`config.mk`:
```
export PLATFORM = sky130hd
export DESIGN_NAME = adder_unit
export DESIGN_NICKNAME = d
export VERILOG_FILES = /design/src/rtl/adder_unit.sv
export SDC_FILE = /design/constraint.sdc
export NUM_CORES = 1
export LEC_CHECK = 0
export BUFFER_PORTS_ARGS = -buffer_cell sky130_fd_sc_hd__buf_4
export CAP_MARGIN = 25
export CORE_MARGIN = 4
export CORE_UTILIZATION = 46
export DETAILED_ROUTE_END_ITERATION = 7
export GPL_ROUTABILITY_DRIVEN = 0
export HOLD_SLACK_MARGIN = 0.12
export PLACE_DENSITY = 0.78
export SETUP_SLACK_MARGIN = 0.4
export SYNTH_ARGS = -nofsm -noshare
export SYNTH_HDL_FRONTEND = slang
export SYNTH_SLANG_ARGS = --single-unit
```
`constraint.sdc`:
```
create_clock -name clk -period 0.8 [get_ports clk]
set_input_delay 0.12 -clock clk [delete_from_list [all_inputs] [get_ports clk]]
set_output_delay 0.12 -clock clk [all_outputs]
set_load 0.02 [all_outputs]
```
`src/rtl/adder_unit.sv`:
```
// rtl/adder_unit.sv - 32-bit registered two-level carry-lookahead adder/subtractor; flags under ADDER_FLAGS_EN
module adder_unit (
    input  logic        clk,
    input  logic        rst_n,
    input  logic [31:0] a,
    input  logic [31:0] b,
    input  logic        sub,
    input  logic        in_valid,
    output logic [31:0] y,
    output logic        out_valid
`ifdef ADDER_FLAGS_EN
    ,
    output logic        cout,
    output logic        ovf,
    output logic        zero
`endif
);

    // Group generate/propagate for one 4-bit slice, independent of its carry-in.
    function automatic logic [1:0] group_gp(input logic [3:0] g, input logic [3:0] p);
        logic gg;
        logic gp;
        gg = g[3] | (p[3] & g[2]) | (p[3] & p[2] & g[1]) | (p[3] & p[2] & p[1] & g[0]);
        gp = &p;
        return {gg, gp};
    endfunction

    // Carries into bits 0..3 of a slice, each a flat sum-of-products of the slice carry-in.
    function automatic logic [3:0] group_carry(input logic [3:0] g, input logic [3:0] p, input logic ci);
        logic [3:0] c;
        c[0] = ci;
        c[1] = g[0] | (p[0] & ci);
        c[2] = g[1] | (p[1] & g[0]) | (p[1] & p[0] & ci);
        c[3] = g[2] | (p[2] & g[1]) | (p[2] & p[1] & g[0]) | (p[2] & p[1] & p[0] & ci);
        return c;
    endfunction

    // Second-level unit: carry into group k expanded as OR of G[j]&P[j+1..k-1] terms.
    function automatic logic lookahead(input logic [7:0] gg, input logic [7:0] gp,
                                       input logic ci, input int k);
        logic c;
        logic t;
        c = ci;
        for (int m = 0; m < k; m++) c = c & gp[m];
        for (int j = 0; j < k; j++) begin
            t = gg[j];
            for (int m = j + 1; m < k; m++) t = t & gp[m];
            c = c | t;
        end
        return c;
    endfunction

    logic [31:0] bb;
    logic [31:0] g;
    logic [31:0] p;
    logic [31:0] c;
    logic [31:0] sum;
    logic [7:0]  grp_g;
    logic [7:0]  grp_p;
    logic [7:0]  grp_c;
    logic        cin;

    assign cin = sub;
    assign bb  = sub ? ~b : b;
    assign g   = a & bb;
    assign p   = a ^ bb;

    for (genvar k = 0; k < 8; k++) begin : g_grp
        assign {grp_g[k], grp_p[k]} = group_gp(g[4*k +: 4], p[4*k +: 4]);
        assign grp_c[k]             = lookahead(grp_g, grp_p, cin, k);
        assign c[4*k +: 4]          = group_carry(g[4*k +: 4], p[4*k +: 4], grp_c[k]);
    end

    assign sum = p ^ c;

    logic [31:0] y_q;
    logic [31:0] y_d;
    logic        valid_q;
    logic        valid_d;

    always_comb begin
        y_d     = y_q;
        valid_d = in_valid;
        if (in_valid) begin
            y_d = sum;
        end
    end

    always_ff @(posedge clk or negedge rst_n) begin
        if (!rst_n) begin
            y_q     <= 32'd0;
            valid_q <= 1'b0;
        end else begin
            y_q     <= y_d;
            valid_q <= valid_d;
        end
    end

    assign y         = y_q;
    assign out_valid = valid_q;

`ifdef ADDER_FLAGS_EN
    logic carry_out;
    logic cout_q, cout_d;
    logic ovf_q, ovf_d;
    logic zero_q, zero_d;

    assign carry_out = lookahead(grp_g, grp_p, cin, 8);

    always_comb begin
        cout_d = cout_q;
        ovf_d  = ovf_q;
        zero_d = zero_q;
        if (in_valid) begin
            cout_d = carry_out;
            ovf_d  = (a[31] == bb[31]) && (sum[31] != a[31]);
            zero_d = (sum == 32'd0);
        end
    end

    // zero is a registered flag, so it reads 0 in reset even though y is 0.
    always_ff @(posedge clk or negedge rst_n) begin
        if (!rst_n) begin
            cout_q <= 1'b0;
            ovf_q  <= 1'b0;
            zero_q <= 1'b0;
        end else begin
            cout_q <= cout_d;
            ovf_q  <= ovf_d;
            zero_q <= zero_d;
        end
    end

    assign cout = cout_q;
    assign ovf  = ovf_q;
    assign zero = zero_q;
`endif

endmodule

```
Yosys cells after proc, flatten, opt, wreduce, memory -nomap -nowiden
Cells that the tools add are included.
Storage, ports and cells
  register bits after elaboration: 33
  output and inout bits: 33
  logic and storage cells: 246
Operators by class
  mux-type cells: 1
  bitwise gates (word level): 236
  reduce and logical (&&, ||, !) cells: 7
Operators by type and width (number)
  1-bit bitwise AND: 135
  1-bit bitwise OR: 97
  32-bit XOR: 2
  32-bit 2-to-1 mux: 1
  32-bit inverter: 1
  31-bit bitwise AND: 1
  4-bit AND reduction: 7

Depth between registers and ports, before layout
Gate-level depths: netlist of the first run.
  depth in word-level cells: 23
  mapped depth: 16
  gate-level depth less buffers: 14

Worst setup path before layout of the first run
OpenSTA, ideal clock, no wires.
  kind: input -> register
  start point: input port sub
  end point: register y_q[24], in the netlist y[24]
  data arrival time: 3.402 ns
  required time: 0.717 ns
  slack: -2.685 ns
  cell stages on the path: 15
  path buffers: 2
  cells stage by stage: buf_2 > buf_1 > xor2_1 > ha_1 > a21o_1 > a31o_1 > a221o_1 > a41oi_1 > a21boi_0 > o21ai_0 > a21boi_0 > o21a_1 > nor2_1 > fa_1 > o21ai_0
On the way
  longest elaborated chain between the ends: 18
Ends and longest elaborated chain
  from (decl): RTL line 7  | input logic sub,
  32-bit 2-to-1 mux: RTL line 64  | assign bb = sub ? ~b : b;
  32-bit XOR / 31-bit bitwise AND (equally long branches): RTL line 66, 65
  1-bit bitwise AND: RTL line 23  | gg = g[3] | (p[3] & g[2]) | (p[3] & p[2] & g[1]) | (p[3] & p[2] & p[1] & g[0]);
  1-bit bitwise OR / 1-bit bitwise AND (equally long branches) (2 in series): RTL line 23
  1-bit bitwise OR: RTL line 23
  1-bit bitwise AND (5 in series): RTL line 47  | for (int m = j + 1; m < k; m++) t = t & gp[m];
  1-bit bitwise OR (6 in series): RTL line 48  | c = c | t;
  32-bit XOR (*): RTL line 74  | assign sum = p ^ c;
  to (signal assigned): RTL line 94  | y_q <= y_d;
  to (decl): RTL line 76  | logic [31:0] y_q;
Every way passes the cells marked *; elsewhere a longest branch is shown, timed or not.
A chain may end at the register's enable or synchronous reset.

Worst setup path after layout of the first run
Ends and elaborated chain as after synthesis.

==> results of run 1 <==
-- cells in the mapped netlist, drive strengths merged, types with 5 or more instances --
master,n,area share
xor2,36,0.11
dfrtp,33,0.29
ha,31,0.14
a21oi,19,0.034
nand2,19,0.025
inv,18,0.024
mux2,17,0.068
o21ai,16,0.030
xnor2,15,0.047
nor2,10,0.013
fa,7,0.050
nor2b,5,0.011
o31ai,5,0.013
-- flip-flops by register name, summed over array words and instances (netlist names) --
name,flops
y,32
out_valid,1
-- worst max-delay path, delay by kind of cell --
| family | cells | cell delay, ps |
|---|---|---|
| buf+inv | 2 | 260 |
| compound gates | 9 | 1610 |
| simple gates | 1 | 110 |
| fa+ha+maj | 2 | 760 |
| xor+xnor | 1 | 150 |
-- worst max path at each step --
stage / startpoint / slack [ps] / endpoint / cells after the start
floorplan: sub / -2180 / y[25]$_DFFE_PN0P_ / 16
global placement: sub / -2240 / y[25]$_DFFE_PN0P_ / 15
detailed placement: sub / -2360 / y[25]$_DFFE_PN0P_ / 16
CTS: sub / -1880 / y[24]$_DFFE_PN0P_ / 15
global route: sub / -2130 / y[24]$_DFFE_PN0P_ / 15
finish: sub / -2010 / y[24]$_DFFE_PN0P_ / 15
-- per-stage QoR --
step | instance area [µm²] | util | TNS, ps
finish | 5170 | 0.874 | -55390
global route | 5170 | 0.874 | -58920
CTS | 4850 | 0.819 | -50350
detailed placement | 4230 | 0.714 | -54310
global placement | 4230 | 0.714 | -52210
floorplan | 2950 | - | -47810
-- layer usage --
| layer | GRT usage | routed length (µm) | vias up |
|---|---|---|---|
| li1 | - | - | 1442 |
| met2 | 0.507 | 5840 | 155 |
| met4 | 0.0820 | 448 | 0 |
| met1 | 0.295 | 4160 | 1539 |
| met5 | 0 | 0 | - |
| met3 | 0.0644 | 852 | 39 |
-- cells by family (layout without fill, tap and decap cells) --
| kind of cell | count (synthesis) | after routing |
|---|---|---|
| AOI/OAI and AO/OA | 63 | 63 |
| and+or+nand+nor | 60 | 60 |
| xor gates and xnor gates | 51 | 51 |
| adders and majority gates | 38 | 38 |
| DFF | 33 | 33 |
| buffers and inverters | 27 | 245 |
| muxes | 18 | 18 |
-- cell type report --
type	instances	area, µm²
Inverter	19	71.3
Sequential cell	33	863
Clock buffer	6	72.6
Fill cell	272	748
Timing Repair Buffer	218	1860
Clock inverter	2	10.0
Multi-Input combinational cell	230	2200
Tap cell	75	93.8
-- power by group --
| part | leakage [nW] | internal, mW | switching, mW |
|---|---|---|---|
| clock | 0.0450 | 0.604 | 0.703 |
| sequential | 0.359 | 2.26 | 0.395 |
| combinational | 2.15 | 3.63 | 2.87 |
-- repair_timing --
action                                  in CTS  in global routing
endpoints found under the setup margin      65                 65
gates resized for setup                     72                 34
endpoints found under the hold margin       33                 33
buffers inserted                            36                 20
pin swaps                                   38                 21
==> results.yml, run 1 <==
timing:
  hold_viol_final: 33
  setup_ws_ps: -2010
  worst_slew_pin_slew_ps: 469
  timing.hold.ws_ps: -233
  fmax_mhz: 355
  rsz0062_at_grt: "true"
  setup-violations-final: 65
  finalMaxSlewViolations: 0
  min_period_over_period: 3.52
  maxSlewHeadroom: 0.687
  finClkSkew_ps: 0
  post-route-min-period_ps: 2810
critical_path:
  crit_arrival_ps: 3030
  cp_max_fo: 8
  r2r_setup_slack_ps: -130
  rr_endpoint: "y[5]$_DFFE_PN0P_"
  required_ps: 1020
  path_cells: "buf_12 -> buf_12 -> xor2_2 -> ha_1 -> a21o_1 -> a31o_1 -> a221o_1 -> a41oi_2 -> a21boi_2 -> o21ai_2 -> a21boi_2 -> o21a_1 -> nor2_2 -> fa_2 -> o21ai_2"
  startpoint_type: "primary input"
  slowest_delay_ps: 440
  reg2reg_depth: 2
  cp_slowest_cell: "fa_2"
  criticalPathCategory: "primary input to flop"
  r2r-start: "y[5]$_DFFE_PN0P_"
  end_kind: "flop"
yosys:
  synth_area_um2: 2810
  synth-simple-area-share: 0.108
  synthXorXnorAreaFrac: 0.159
  synthDistinctLibCells: 47
  async_flop_share: 1.00
  syn_avg_cell_area_um2: 9.69
  seq_area_frac_synth: 0.294
  synthAdderAreaFrac: 0.188
  ys_seq_elements: 33
  synthCells: 290
  synth_fp_nets: 396
  synth_compound_area_frac: 0.143
  synthFlopType: "dfrtp_1"
  synth_warnings: 0
  synth_edf_count: 0
  yosys-mux-area-fraction: 0.0717
  synth_top_family_by_area: "adder cells"
cells_and_area:
  drive_gt1_frac: 0.657
  diodes: 0
  syn2layout_area_growth_pct: 84.1
  nNetsFinal: 613
  final_common_cell: "buf_4"
  most-common-layout-cells: "167 x buf_4, 47 x buf_6, 33 x xor2_1, 30 x dfrtp_2, 29 x ha_1"
  layout.cells.non_filler: 583
run_status:
  status: "finished, violations left"
  violations: "negative hold slack, negative setup slack"
die:
  fp.dieArea_um2: 7420
  boundaryPins: 101
  placementRows: 28
  start_util: 0.475
  die_y_um: 86.2
  die_w_um: 86.2
  coreArea_um2: 5920
route:
  vias_per_cell: 5.45
  avgRoutedWirePerCell_um: 19.4
  routed_wl_mm: 11.3
  drt_iter0_drc: 140
  drc_errors: 0
  dr.pass1.iters: 4
  postRouteAntennaNets: 0
  vias: 3175
clock_tree:
  max-clock-path-buffers: 2
  htree_num_levels: 2
  cts_root_buf: "clkbuf_8"
  clk_pin_slew_worst_paths_ps: 80
  cts.sinks: 33
  worst_skew_pair.late_latency_ps: 290
  cts_made_buffers: 5
  cts_tree: "yes"
pwr:
  finalPower_mw: 10.5
  peakVddDrop_v: 0.00158
  p_leak_nw: 2.55
  power_density_nw_per_um2: 2020
placement:
  port_buffers: 100
  post-place-cells: 519
  pre_cts_ws_ps: -2360
  dp.final_hpwl_mm: 6.30
global_route:
  grt_max_degree: 34
  grt_pass1_vias: 3396
  overflow: 0
  grt_first_pass_wirelength_mm: 15.8
  track_usage: 0.270
  antenna_found_initial: 0
min_path:
  min-delay-path-class: "primary input to asynchronous set/reset pin"
run:
  cap_violations: 0
(Power assumes the default switching activity.)
==> inputs of run 2 (changes only) <==
--- a/config.mk
+++ b/config.mk
@@ -14,6 +14,7 @@
 export HOLD_SLACK_MARGIN = 0.12
 export PLACE_DENSITY = 0.78
 export SETUP_SLACK_MARGIN = 0.4
+export SKIP_CTS_REPAIR_TIMING = 1
 export SYNTH_ARGS = -nofsm -noshare
 export SYNTH_HDL_FRONTEND = slang
 export SYNTH_SLANG_ARGS = --single-unit
==> run 2 against run 1 <==
The run still ends with negative hold slack, negative setup slack left. Count of clock-buffer cells in the layout unchanged. Core utilization down 5.2 points. Die area unchanged. Non-clock buffer count down 30. Flip-flop and latch count unchanged. Total power down 7.1%. Wire length down 16%. Critical path depth up 1. Maximum frequency down 3.4%. Setup slack worse by 100 ps. Via count down 7.1%. Final cell count down 5.1%. Largest power group unchanged. Highest routed layer unchanged.
==> results.yml, run 2 (synthesis gave the netlist of run 1 again) <==
run_status:
  status: "finished, violations left"
  violations: "negative hold slack, negative setup slack"
pwr:
  finalPower_mw: 9.72
  p_leak_nw: 2.39
  switching_share: 0.371
  p_seq_frac: 0.272
  power_density_nw_per_um2: 2000
  p_int_mw: 6.11
  peakVddDrop_v: 0.00164
  p_sw_mw: 3.61
  p_clk_frac: 0.131
  combPwrFrac: 0.597
route:
  vias: 2950
  top_layer_used: "met4"
  dr.pass1.iters: 4
  met1_length_mm: 3.48
  avgRoutedWirePerCell_um: 17.1
  drt_iter0_drc: 105
  drc_errors: 0
  route.met2.wl_mm: 5.08
  postRouteAntennaNets: 0
  vias_per_cell: 5.33
  wl_met3_um: 517
  routed_wl_mm: 9.46
clock_tree:
  cts_root_buf: "clkbuf_8"
  max-clock-path-buffers: 2
  htree_num_levels: 2
  clk_pin_slew_worst_paths_ps: 80
  cts_tree: "yes"
  cts_made_buffers: 5
  worst_skew_pair.late_latency_ps: 290
  cts.sinks: 33
global_route:
  grt_first_pass_wirelength_mm: 12.8
  grt_max_degree: 34
  grt_pass1_vias: 2896
  track_usage: 0.215
  antenna_found_initial: 0
  overflow: 0
die:
  boundaryPins: 101
  die_w_um: 86.2
  coreArea_um2: 5920
  placementRows: 28
  die_y_um: 86.2
  start_util: 0.475
  fp.dieArea_um2: 7420
cells_and_area:
  diodes: 0
  final_common_cell: "buf_4"
  syn2layout_area_growth_pct: 73.2
  layout.cells.non_filler: 553
  stdcell_area_um2: 4870
  most-common-layout-cells: "130 x buf_4, 54 x buf_6, 33 x xor2_1, 31 x ha_1, 30 x dfrtp_2"
  largest_reg_flops: 32
  drive_gt1_frac: 0.605
  nNetsFinal: 583
timing:
  fmax_mhz: 343
  finalMaxSlewViolations: 0
  post-route-min-period_ps: 2910
  setup-violations-final: 65
  maxSlewHeadroom: 0.697
  rsz0062_at_grt: "true"
  hold_viol_final: 33
  timing.hold.ws_ps: -236
  min_period_over_period: 3.64
  worst_slew_pin_slew_ps: 454
  setup_ws_ps: -2110
  finClkSkew_ps: 0
critical_path:
  startpoint_type: "primary input"
  required_ps: 970
  end_kind: "flop"
  cp_max_fo: 8
  criticalPathCategory: "primary input to flop"
  crit_arrival_ps: 3080
run:
  cap_violations: 0
placement:
  dp.final_hpwl_mm: 6.30
  placed_area_um2: 4230
  port_buffers: 100
  pre_cts_ws_ps: -2360
  post-place-cells: 519
min_path:
  min-delay-path-class: "primary input to asynchronous set/reset pin"
## run 2: cell count changes in the layout (fill, tap and decap cells not counted), sizes merged
| cell | before | now |
|---|---|---|
| buf | 218 | 188 |
## run 2: metrics by stage
stage	TNS, ps	util
2_1_floorplan	-47810	-
3_3_place_gp	-52210	0.714
3_5_place_dp	-54310	0.714
4_1_cts	-50560	0.728
5_1_grt	-58810	0.822
6_report	-55710	0.822
## run 2: layout make-up
class                      instances  area (µm²)
clock buffer                       6        72.6
clock inverter                     2        10.0
fill                             332        1050
inverter                          19        71.3
multi-input combinational        230        2090
sequential                        33         863
tap                               75        93.8
timing repair buffer             188        1660
## run 2: path summary, 6_finish.rpt
kind | cells past startpoint | start | slack [ps] | endpoint
max | 16 | sub | -2110 | y[25]$_DFFE_PN0P_
min | 1 | rst_n | -240 | y[7]$_DFFE_PN0P_
max reg2reg | 2 | y[5]$_DFFE_PN0P_ | -130 | y[5]$_DFFE_PN0P_
min reg2reg | 2 | y[24]$_DFFE_PN0P_ | 510 | y[24]$_DFFE_PN0P_
max in group asynchronous | 1 | rst_n | 670 | y[16]$_DFFE_PN0P_
min in group clk | 2 | in_valid | 170 | out_valid$_DFF_PN0_
## run 2: power by group through the flow
stage / clock (mW) / sequential [mW] / combinational [mW]
after floorplan: 0 / 3.17 / 1.93
after global placement: 0 / 2.54 / 4.51
after detailed placement: 0 / 2.57 / 4.64
after CTS: 1.29 / 2.54 / 4.67
after global routing: 1.37 / 2.71 / 6.20
final: 1.28 / 2.64 / 5.80
## run 2: layer usage
layer / vias to the layer above / GRT usage
met5: - / 0
met4: 0 / 0.0705
met3: 36 / 0.0567
met2: 102 / 0.388
met1: 1429 / 0.244
li1: 1383 / -
## run 2: worst max-delay path, stage by stage
cell	delay (ps)
buf_12	120
buf_4	130
buf_6	110
xor2_1	130
ha_1	340
nand4b_1	200
a21oi_2	280
o2111ai_2	150
a21boi_2	190
o21ai_1	90
a21boi_1	220
o21a_1	200
nor2_2	60
fa_2	350
xnor2_1	120
mux2_2	250
==> inputs of run 3 (changes only) <==
--- a/config.mk
+++ b/config.mk
@@ -8,11 +8,11 @@
 export BUFFER_PORTS_ARGS = -buffer_cell sky130_fd_sc_hd__buf_4
 export CAP_MARGIN = 25
 export CORE_MARGIN = 4
-export CORE_UTILIZATION = 46
+export CORE_UTILIZATION = 55
 export DETAILED_ROUTE_END_ITERATION = 7
 export GPL_ROUTABILITY_DRIVEN = 0
 export HOLD_SLACK_MARGIN = 0.12
-export PLACE_DENSITY = 0.78
+export PLACE_DENSITY = 0.87
 export SETUP_SLACK_MARGIN = 0.4
 export SKIP_CTS_REPAIR_TIMING = 1
 export SYNTH_ARGS = -nofsm -noshare
==> constraint.sdc (replaced) <==
create_clock -name clk -period 3.4 [get_ports clk]
set_input_delay 0.51 -clock clk [delete_from_list [all_inputs] [get_ports clk]]
set_output_delay 0.51 -clock clk [all_outputs]
set_load 0.02 [all_outputs]
==> run 3 against run 2 <==
The run now ends clean. Clock skew is the same. First-iteration DRC count grew 22%. Sequential power shrank 78%. Flip-flop and latch count is the same. Total power shrank 81%. Wire length shrank 20%. Hold slack gained 390 ps. Core utilization is essentially flat.
==> results.yml, run 3 (synthesis gave the netlist of run 1 again) <==
clock_tree:
  htree_num_levels: 2
  max-clock-path-buffers: 2
  worst_skew_pair.late_latency_ps: 290
  cts.sinks: 33
  cts_made_buffers: 5
  clk_pin_slew_worst_paths_ps: 80
  cts_tree: "yes"
  cts_root_buf: "clkbuf_8"
timing:
  finClkSkew_ps: 0
  finalMaxSlewViolations: 0
  worst_slew_pin_slew_ps: 437
  rsz0062_at_grt: "true"
  hold_viol_final: 0
  timing.hold.ws_ps: 153
  setup-violations-final: 0
  fmax_mhz: 317
  maxSlewHeadroom: 0.709
  post-route-min-period_ps: 3150
  min_period_over_period: 0.927
  setup_ws_ps: 248
critical_path:
  end_kind: "flop"
  cp_max_fo: 15
  rr_endpoint: "y[19]$_DFFE_PN0P_"
  crit_arrival_ps: 3330
  criticalPathCategory: "primary input to flop"
  startpoint_type: "primary input"
  reg2reg_depth: 2
  r2r_setup_slack_ps: 2550
  required_ps: 3580
  r2r-start: "y[19]$_DFFE_PN0P_"
die:
  boundaryPins: 101
  die_y_um: 79.5
  start_util: 0.580
  die_w_um: 79.5
  coreArea_um2: 4850
  placementRows: 25
  fp.dieArea_um2: 6320
cells_and_area:
  n_fill_cell: 306
  most-common-layout-cells: "121 x buf_4, 35 x xor2_1, 33 x dfrtp_1, 31 x ha_1, 19 x nand2_1"
  final_common_cell: "buf_4"
  syn2layout_area_growth_pct: 41.8
  diodes: 0
  drive_gt1_frac: 0.420
  post-route-util: 0.822
  nNetsFinal: 519
  largest_reg_flops: 32
route:
  dr.pass1.iters: 4
  postRouteAntennaNets: 0
  avgRoutedWirePerCell_um: 15.8
  drc_errors: 0
  vias_per_cell: 5.44
  routed_wl_mm: 7.61
  drt_iter0_drc: 128
  vias: 2616
pwr:
  power_density_nw_per_um2: 473
  p_leak_nw: 1.97
  peakVddDrop_v: 0.000333
  finalPower_mw: 1.89
placement:
  pre_cts_ws_ps: -206
  dp.final_hpwl_mm: 5.85
  port_buffers: 100
global_route:
  track_usage: 0.239
  grt_pass1_vias: 2716
  antenna_found_initial: 0
  overflow: 0
  grt_max_degree: 34
  grt_first_pass_wirelength_mm: 11.8
min_path:
  min-delay-path-class: "primary input to asynchronous set/reset pin"
run:
  cap_violations: 0
run_status:
  status: "completed"
==> run 3: metal layers <==
layer | global-route usage | part of all wire | vias to the layer above
met5 | 0 | 0 | -
met4 | 0.105 | 0.029 | 0
met3 | 0.0576 | 0.071 | 25
met2 | 0.430 | 0.53 | 111
met1 | 0.265 | 0.37 | 1232
li1 | - | - | 1248
==> run 3: metrics by stage <==
stage          instance area [µm²]  TNS [ps]  cells
6_report                      3980         0    481
5_1_grt                       3980         0    481
4_1_cts                       3920         0    480
3_5_place_dp                  3830      -326    472
3_3_place_gp                  3830     -67.2    472
2_1_floorplan                 2880         0    290
==> run 3: how the worst max path moves through the flow <==
stage / depth (start not counted) / startpoint / end / slack, ps
after floorplan: 16 / sub / y[25]$_DFFE_PN0P_ / 30
after global placement: 15 / sub / y[25]$_DFFE_PN0P_ / -50
after CTS: 15 / sub / y[25]$_DFFE_PN0P_ / 60
after global routing: 15 / sub / y[25]$_DFFE_PN0P_ / 150
final: 15 / sub / y[25]$_DFFE_PN0P_ / 250
after detailed placement: 16 / sub / y[25]$_DFFE_PN0P_ / -210
==> run 3: critical path: stages <==
cell and delay (ps):
buf_12 140, buf_12 130, xor2_1 150, ha_1 340
and4_2 280, and3_2 190, o2111ai_2 130, a21boi_2 220
o21ai_2 90, a21boi_2 180, o21a_1 180, nor2_2 50
fa_2 330, xnor2_1 130, mux2_2 260
==> run 3: area by class of cell <==
type | count | area [µm²] | area share
Clock inverter | 3 | 17.5 | 0.00440
Sequential cell | 33 | 826 | 0.207
Tap cell | 67 | 83.8 | 0.0210
Clock buffer | 5 | 68.8 | 0.0173
Inverter | 19 | 71.3 | 0.0179
Multi-Input combinational cell | 230 | 1960 | 0.491
Timing Repair Buffer | 124 | 960 | 0.241
==> run 3: where the power goes <==
group          internal (mW)  leakage (nW)  switching [mW]  total, mW
Combinational          0.499          1.53           0.514       1.01
Clock                  0.141        0.0439           0.156      0.297
Sequential             0.511         0.391          0.0654      0.576
